===== src/rtl/if_fetch_pkg.sv =====
// Shared constants for the mipslite instruction-fetch stage: datapath width,
// reset fetch address, the NOP bubble value and the fetch FSM encodings.
package if_fetch_pkg;

    localparam int LENGTH = 32;

    localparam logic [LENGTH-1:0] DEFAULT_RESET_PC = 32'h0000_3000;

    // Value driven on inst_out whenever no real instruction is presented.
    localparam logic [LENGTH-1:0] INITIAL_VAL = '0;

    // Fetch FSM encodings.
    localparam logic [1:0] S_BOOT    = 2'd0;
    localparam logic [1:0] S_REQ     = 2'd1;
    localparam logic [1:0] S_DISCARD = 2'd2;
    localparam logic [1:0] S_HOLD    = 2'd3;

    // Instruction addresses are word aligned; the low two bits are dropped.
    function automatic logic [LENGTH-1:0] word_align(input logic [LENGTH-1:0] addr);
        return {addr[LENGTH-1:2], 2'b00};
    endfunction

endpackage


===== src/rtl/if_fetch.sv =====
// Instruction-fetch stage: owns the PC, issues one outstanding request at a
// time to instruction memory, and buffers one returned instruction until the
// IF/ID register takes it. Redirects are accepted in every state; a redirect
// that arrives while a request is in flight lets that request finish and
// throws its data away.
module if_fetch
    import if_fetch_pkg::*;
#(
    parameter logic [LENGTH-1:0] RESET_PC = DEFAULT_RESET_PC
) (
    input  logic              clk,
    input  logic              rst,
    output logic              imem_req,
    output logic [LENGTH-1:0] imem_addr,
    input  logic              imem_ack,
    input  logic [LENGTH-1:0] imem_rdata,
    input  logic              redirect,
    input  logic [LENGTH-1:0] redirect_pc,
    input  logic              stall,
    output logic [LENGTH-1:0] inst_out,
    output logic [LENGTH-1:0] pc_4_out,
    output logic              inst_valid
);

    logic [1:0]        state;
    logic [LENGTH-1:0] pc;
    logic [LENGTH-1:0] target;
    logic [LENGTH-1:0] pc_plus4;
    logic [LENGTH-1:0] addr_plus4;

    // Aligned redirect target and the two modulo-2^32 increments.
    always_comb begin
        target     = word_align(redirect_pc);
        pc_plus4   = pc + LENGTH'(4);
        addr_plus4 = imem_addr + LENGTH'(4);
    end

    // Fetch FSM; every output is a flop, and imem_req is high exactly in
    // S_REQ and S_DISCARD.
    always_ff @(posedge clk or posedge rst) begin
        // NOTE: sequential state uses non-blocking assignments so every flop
        // samples the pre-edge values regardless of statement order.
        if (rst) begin
            state      <= S_BOOT;
            pc         <= RESET_PC;
            imem_req   <= 1'b0;
            imem_addr  <= RESET_PC;
            inst_out   <= INITIAL_VAL;
            pc_4_out   <= '0;
            inst_valid <= 1'b0;
        end else begin
            case (state)
                S_BOOT: begin
                    // A stray ack left over from before reset is ignored here.
                    state    <= S_REQ;
                    imem_req <= 1'b1;
                    if (redirect) begin
                        pc        <= target;
                        imem_addr <= target;
                    end else begin
                        imem_addr <= pc;
                    end
                end

                S_REQ: begin
                    if (redirect) begin
                        pc <= target;
                        if (imem_ack) begin
                            // Returned word belongs to the old path; refetch.
                            imem_addr <= target;
                        end else begin
                            // Request must still complete at its old address.
                            state <= S_DISCARD;
                        end
                    end else if (imem_ack) begin
                        inst_out   <= imem_rdata;
                        pc_4_out   <= addr_plus4;
                        inst_valid <= 1'b1;
                        pc         <= pc_plus4;
                        imem_req   <= 1'b0;
                        state      <= S_HOLD;
                    end
                end

                S_DISCARD: begin
                    if (redirect) begin
                        pc <= target;
                    end
                    if (imem_ack) begin
                        imem_addr <= redirect ? target : pc;
                        state     <= S_REQ;
                    end
                end

                S_HOLD: begin
                    if (redirect) begin
                        inst_valid <= 1'b0;
                        inst_out   <= INITIAL_VAL;
                        pc         <= target;
                        imem_addr  <= target;
                        imem_req   <= 1'b1;
                        state      <= S_REQ;
                    end else if (!stall) begin
                        inst_valid <= 1'b0;
                        inst_out   <= INITIAL_VAL;
                        imem_addr  <= pc;
                        imem_req   <= 1'b1;
                        state      <= S_REQ;
                    end
                end

                default: begin
                    state    <= S_BOOT;
                    imem_req <= 1'b0;
                end
            endcase
        end
    end

endmodule

===== config.mk =====
export PLATFORM = sky130hd
export DESIGN_NAME = if_fetch
export DESIGN_NICKNAME = d
export VERILOG_FILES = /design/src/rtl/if_fetch_pkg.sv /design/src/rtl/if_fetch.sv
export SDC_FILE = /design/constraint.sdc
export NUM_CORES = 1
export LEC_CHECK = 0
export ABC_CLOCK_PERIOD_IN_PS = 4400
export BUFFER_PORTS_ARGS = -buffer_cell sky130_fd_sc_hd__buf_2
export CORE_ASPECT_RATIO = 0.9
export CORE_MARGIN = 3
export CORE_UTILIZATION = 40
export CTS_BUF_LIST = sky130_fd_sc_hd__clkbuf_16
export DETAILED_ROUTE_END_ITERATION = 16
export GPL_ROUTABILITY_DRIVEN = 0
export GPL_TIMING_DRIVEN = 1
export PLACE_DENSITY_LB_ADDON = 0.3
export SKIP_LAST_GASP = 1
export SLEW_MARGIN = 40
export SYNTH_ARGS = -nofsm -noshare
export SYNTH_HDL_FRONTEND = slang
export SYNTH_SLANG_ARGS = --single-unit

===== constraint.sdc =====
create_clock -name clk -period 4.4 [get_ports clk]
set_input_delay 0.44 -clock clk [delete_from_list [all_inputs] [get_ports clk]]
set_output_delay 0.44 -clock clk [all_outputs]
set_load 0.03 [all_outputs]

# --- Word-level counts from Yosys, hierarchy flattened ---
# Index checks and enable logic that the tools add are counted.
op_classes:
  reduce_logical: 9
  n_bitwise: 1
  n_eq_ne: 10
  mux: 32
  n_addsub: 2
op_table:
  columns: ["op", "count"]
  rows:
  - ["$mux 32", 12]
  - ["$pmux 32 s2", 2]
  - ["$pmux 32 s4", 1]
  - ["$add 32x3->32 const B", 2]
  - ["$reduce_and 4->1", 4]
  - ["$mux 2", 6]
  - ["$ne 3x3->1 const B", 3]
  - ["$mux 1", 8]
  - ["$ne 2x2->1 const B", 4]
  - ["$pmux 2 s4", 1]
  - ["$eq 2x2->1 const B", 2]
  - ["$pmux 1 s3", 1]
  - ["$reduce_and 3->1", 1]
  - ["$reduce_bool 3->1", 1]
  - ["$reduce_or 3->1", 1]
  - ["$eq 2x1->1 const B", 1]
  - ["$logic_not 2->1", 1]
  - ["$pmux 1 s2", 1]
  - ["$reduce_bool 2->1", 1]
  - ["$not 1->1", 1]
totals:
  wordCells: 61
  input_bits: 69
  reg_bits: 132
  out_inout_bits: 98

# --- Longest topological paths before layout ---
depth:
  ltp_word: 4
  ltp_mapped: 9
  ltp_nobuf: 7

# --- Least setup slack after synthesis ---
# Ideal clock, no wire load.
synth_path:
  kind: "register -> register"
  start: "reg state[1]"
  end: "reg pc[27]"
  arrival_time_ns: 1.953
  stages_incl_launch_ff: 8
  setup_ns: 0.125
  required_ns: 4.275
  synth_period_minus_slack_ns: 2.078
  setup_slack_ns: 2.322
  n_path_buf: 0
  cell_sequence: "dfrtp_1 > inv_1 > ha_1 > nand2_1 > or4_4 > nor4_4 > xor2_1 > mux2_2"
synth_between:
  elab_chain_cells: 3
  elab_cells_between_ends: 7
  cone_classes: "eq/ne (4); mux (1); reduce/logical (2)"
synth_rtl:
  columns: ["element", "line", "text"]
  rows:
  - ["start: declaration", "if_fetch.sv:25", "logic [1:0] state;"]
  - ["start signal: assignment", "if_fetch.sv:44", "state <= S_BOOT;"]
  - ["start signal: assignment", "if_fetch.sv:55", "state <= S_REQ;"]
  - ["start signal: assignment", "if_fetch.sv:73", "state <= S_DISCARD;"]
  - ["$eq 2x2->1 / $logic_not 2->1 (equally long branches)", "if_fetch.sv:52", "case (state)"]
  - ["$reduce_or 3->1 (no line)", null, null]
  - ["$pmux 32 s2", "if_fetch.sv:52", null]
  - ["end signal: assignment", "if_fetch.sv:58", "pc <= target;"]
  - ["end signal: assignment", "if_fetch.sv:67", "pc <= target;"]
  - ["end signal: assignment", "if_fetch.sv:79", "pc <= pc_plus4;"]
  - ["end: declaration", "if_fetch.sv:26", "logic [LENGTH-1:0] pc;"]
# Parallel ways exist; a longest one is shown, timed or not.
# A chain may end at the register's enable or synchronous reset.

# --- Worst setup path in the final report ---
layout_path:
  start: "reg state[1]"
  end: "reg pc[15]"
# The elaborated chain is that of the path after synthesis.

==> qor.yml <==
outcome: "finished, final reports clean"
ctsRootBufferMaster: "sky130_fd_sc_hd__clkbuf_16"
post-route-util_pct: 50.9
detail_route.iter0.violations: 325
vdd_drop_max_v: 0.000267
via_per_instance_ratio: 5.14
post_route_cells_drive_above_1_share_pct: 25.6
dieWidth_um: 143
critical_path.startpoint_type: "flip-flop"
netlist-cell-type-count: 54
power_density_relative_to_cell_area_nw_per_um2: 706
port_buffers: 164
crit_path_cell_trace: "inv_1, ha_1, nand2b_1, nor4_2, and3_1, nand4_1, mux2_1"
cts_sinks: 132
rsz0062_at_grt: "false"
placedCellCount: 1058
ys_async_rst_share_pct: 100
worst_path_max_delay_cell: "sky130_fd_sc_hd__nor4_2"
drcViolationCount: 0
power_mw: 5.85
drtAntennaViolNets: 0
top_level_ports: 167
synth_sequential_area_ratio_pct: 49.3
final_max_slew_viol_count: 0
hold_violations: 0
drv.max_cap_violation_count: 0
hpwl_um: 12500
floorplan.core_area_um2: 16300
antenna_violations_before_repair: 1
floorplan.die_area_um2: 18400
areaGrowthSynthToFinish_pct: 23.6
timing.critical_path.fanout_max: 13
worstHoldPathType: "in -> async"
cts_post_setup_buffers_inserted: 0
initial_utilization_pct: 41.2
flip_flop_and_latch_count_after_synthesis: 132
final.setup.tns_ns: 0
fin_crit_sh_pct: 61.6
synth-warning-count: 0
number_of_global_route_vias_before_repair: 5173
cts-root-to-sink-buffers: 2
period_needed_ns: 2.71
cts-htree-levels: 4
synthFlopType: "sky130_fd_sc_hd__dfrtp_1"
post_layout_nonfiller_instances: 1090
antenna_cells: 0
wl_per_cell_um: 15.8
timing.critical_path.required_ns: 4.69
leakage_power_nw: 3.99
cts-hold-fix-buffers: 0
core.rowCount: 44
grtUsageTotal_pct: 18.8
cts_resized: 0
critPathCaptureType: "flip-flop"
globalRoute.totalOverflow: 0
synth_area_um2: 6710
fmaxAchievable_mhz: 369
detailedRoute.firstPassIterationCount: 5
finalSetupViolations: 0
cts_tree: "done"
route.final.wire_length_um: 17200
synth_enable_flop_cells: 0
max_slew.worst_pin.slew_ns: 0.664
critical_path_class: "reg -> reg"
timing.max_slew.rel_slack_pct: 55.3
syn-instance-count: 725
cts_buffers: 17
preCtsSetupSlack_ns: 1.75
synth_nets: 799
vias: 5601
skew_ns: 0.00632
die_y_um: 129
grt_first_pass_wirelength_um: 27600
postLayoutSetupSlackWorst_ns: 1.69
clock_insertion_delay_worst_skew_ns: 0.41
timing.critical_path.arrival_ns: 3.00
synthesis.area_per_instance_um2: 9.25
clk_transition_reported_paths_ns: 0.06
cpPeakStageDelay_ns: 0.57
nNetsFinal: 944
largest_net_degree_at_the_start_of_global_routing: 68
layer usage:
metal	GRT usage, %	vias up	part of all wire, %	wire length [um]
met4	5.31	2	1.2	210
li1	-	2826	-	-
met2	27.4	140	45	7690
met1	28.1	2616	49	8490
met3	4.53	17	4.7	802
met5	0	-	0.076	13
metrics by stage:
stage / cell area, um^2 / hold WS, ns
5_1_grt: 8290 / 0.168
2_1_floorplan: 6710 / 0.460
3_3_place_gp: 7680 / 0.453
3_5_place_dp: 7720 / 0.460
4_1_cts: 8280 / 0.138
6_report: 8290 / 0.114
power breakdown:
part	internal, mW	switching, mW	total (mW)
Sequential	1.65	0.422	2.08
Clock	0.827	0.529	1.36
Combinational	0.745	1.68	2.42
Total	3.22	2.63	5.85
synth_stat cells, types with 2 or more instances:
master / n / area (um^2)
sky130_fd_sc_hd__mux2_2: 6 / 67.6
sky130_fd_sc_hd__nor2_1: 16 / 60.1
sky130_fd_sc_hd__clkbuf_1: 36 / 135
sky130_fd_sc_hd__nand2b_1: 6 / 37.5
sky130_fd_sc_hd__buf_4: 4 / 30.0
sky130_fd_sc_hd__nor2b_1: 6 / 37.5
sky130_fd_sc_hd__and3_1: 8 / 50.1
sky130_fd_sc_hd__nand2_1: 132 / 495
sky130_fd_sc_hd__a32o_1: 2 / 20.0
sky130_fd_sc_hd__nor3_1: 6 / 30.0
sky130_fd_sc_hd__o31a_1: 2 / 17.5
sky130_fd_sc_hd__nand4_1: 25 / 156
sky130_fd_sc_hd__xor2_1: 25 / 219
sky130_fd_sc_hd__and2_1: 4 / 25.0
sky130_fd_sc_hd__nor4_1: 3 / 18.8
sky130_fd_sc_hd__a22oi_1: 6 / 45.0
sky130_fd_sc_hd__buf_1: 3 / 11.3
sky130_fd_sc_hd__o21ai_0: 68 / 340
sky130_fd_sc_hd__a41oi_1: 2 / 17.5
sky130_fd_sc_hd__a32oi_1: 4 / 35.0
sky130_fd_sc_hd__a31oi_1: 3 / 18.8
sky130_fd_sc_hd__and4_1: 8 / 70.1
sky130_fd_sc_hd__xnor2_1: 10 / 87.6
sky130_fd_sc_hd__dfrtp_1: 128 / 3200
sky130_fd_sc_hd__mux2i_1: 30 / 300
sky130_fd_sc_hd__o211ai_1: 3 / 22.5
sky130_fd_sc_hd__dfstp_2: 4 / 105
sky130_fd_sc_hd__ha_1: 5 / 62.6
sky130_fd_sc_hd__o31ai_1: 37 / 278
sky130_fd_sc_hd__o311ai_0: 2 / 17.5
sky130_fd_sc_hd__nand3_1: 21 / 105
sky130_fd_sc_hd__o21ai_1: 14 / 70.1
sky130_fd_sc_hd__a21oi_1: 18 / 90.1
sky130_fd_sc_hd__inv_1: 51 / 191
sky130_fd_sc_hd__nor4_2: 2 / 25.0
sky130_fd_sc_hd__buf_2: 7 / 35.0
cell families (layout without fill, tap and decap cells):
family | Yosys count | after routing | synth area share, %
flops | 132 | 132 | 49.3
simple gates | 246 | 246 | 18.1
xor+xnor | 35 | 35 | 4.57
mux | 37 | 37 | 5.65
buf+inv | 101 | 259 | 6.01
compound gates | 169 | 169 | 15.5
fa+ha+maj | 5 | 5 | 0.932
critical path: cells and delay by family, from the launching register on:
kind,cells,cell delay [ns]
multiplexers,1,0.32
buffers and inverters,1,0.08
AND/OR/NAND/NOR,4,1.32
adder cells (fa/ha/maj),1,0.46
flip-flops,1,0.41
final cells by class:
| class | instances | area (um^2) |
|---|---|---|
| clock inverter | 15 | 141 |
| timing repair buffer | 176 | 938 |
| multi-input combinational | 492 | 3020 |
| sequential | 132 | 3310 |
| clock buffer | 17 | 425 |
| inverter | 51 | 196 |
| fill | 1558 | 8000 |
| tap | 207 | 259 |
placed cells by master (no fill, tap or decap), types with 4 or more instances in the layout:
master                        n
sky130_fd_sc_hd__o21ai_0     68
sky130_fd_sc_hd__nor2_1      15
sky130_fd_sc_hd__nor2b_1      6
sky130_fd_sc_hd__xor2_1      25
sky130_fd_sc_hd__a21oi_1     18
sky130_fd_sc_hd__clkinv_4     4
sky130_fd_sc_hd__nand3_1     21
sky130_fd_sc_hd__buf_2      164
sky130_fd_sc_hd__mux2_2       6
sky130_fd_sc_hd__mux2i_1     30
sky130_fd_sc_hd__nand2b_1     5
sky130_fd_sc_hd__buf_4        9
sky130_fd_sc_hd__a32oi_1      4
sky130_fd_sc_hd__nor3_1       6
sky130_fd_sc_hd__o31ai_1     37
sky130_fd_sc_hd__xnor2_1     10
sky130_fd_sc_hd__nand2_1    131
sky130_fd_sc_hd__o21ai_1     13
sky130_fd_sc_hd__dfstp_2      4
sky130_fd_sc_hd__clkbuf_16   17
sky130_fd_sc_hd__inv_1       51
sky130_fd_sc_hd__a22oi_1      6
sky130_fd_sc_hd__and2_1       4
sky130_fd_sc_hd__and3_1       8
sky130_fd_sc_hd__nand4_1     25
sky130_fd_sc_hd__and4_1       8
sky130_fd_sc_hd__dfrtp_1    128
sky130_fd_sc_hd__ha_1         5
registers in the layout (all words and copies together), names as in the netlist:
name	count
imem_addr	32
state	2
pc_4_out	32
pc	32
inst_out	32
inst_valid	1
imem_req	1
worst paths after layout:
check | start | endpoint | slack, ns | depth (start not counted)
max in group asynchronous | rst | imem_addr[12] | 3.36 | 3
setup reg to reg | state[1] | pc[15] | 1.69 | 7
hold reg to reg | inst_out[27] | inst_out[27] | 0.47 | 2
setup / recovery | state[1] | pc[15] | 1.69 | 7
hold / removal | rst | inst_out[25] | 0.11 | 2
min in group clk | redirect_pc[23] | pc[23] | 0.25 | 2
Note: power is estimated with default switching activity, not from simulation.
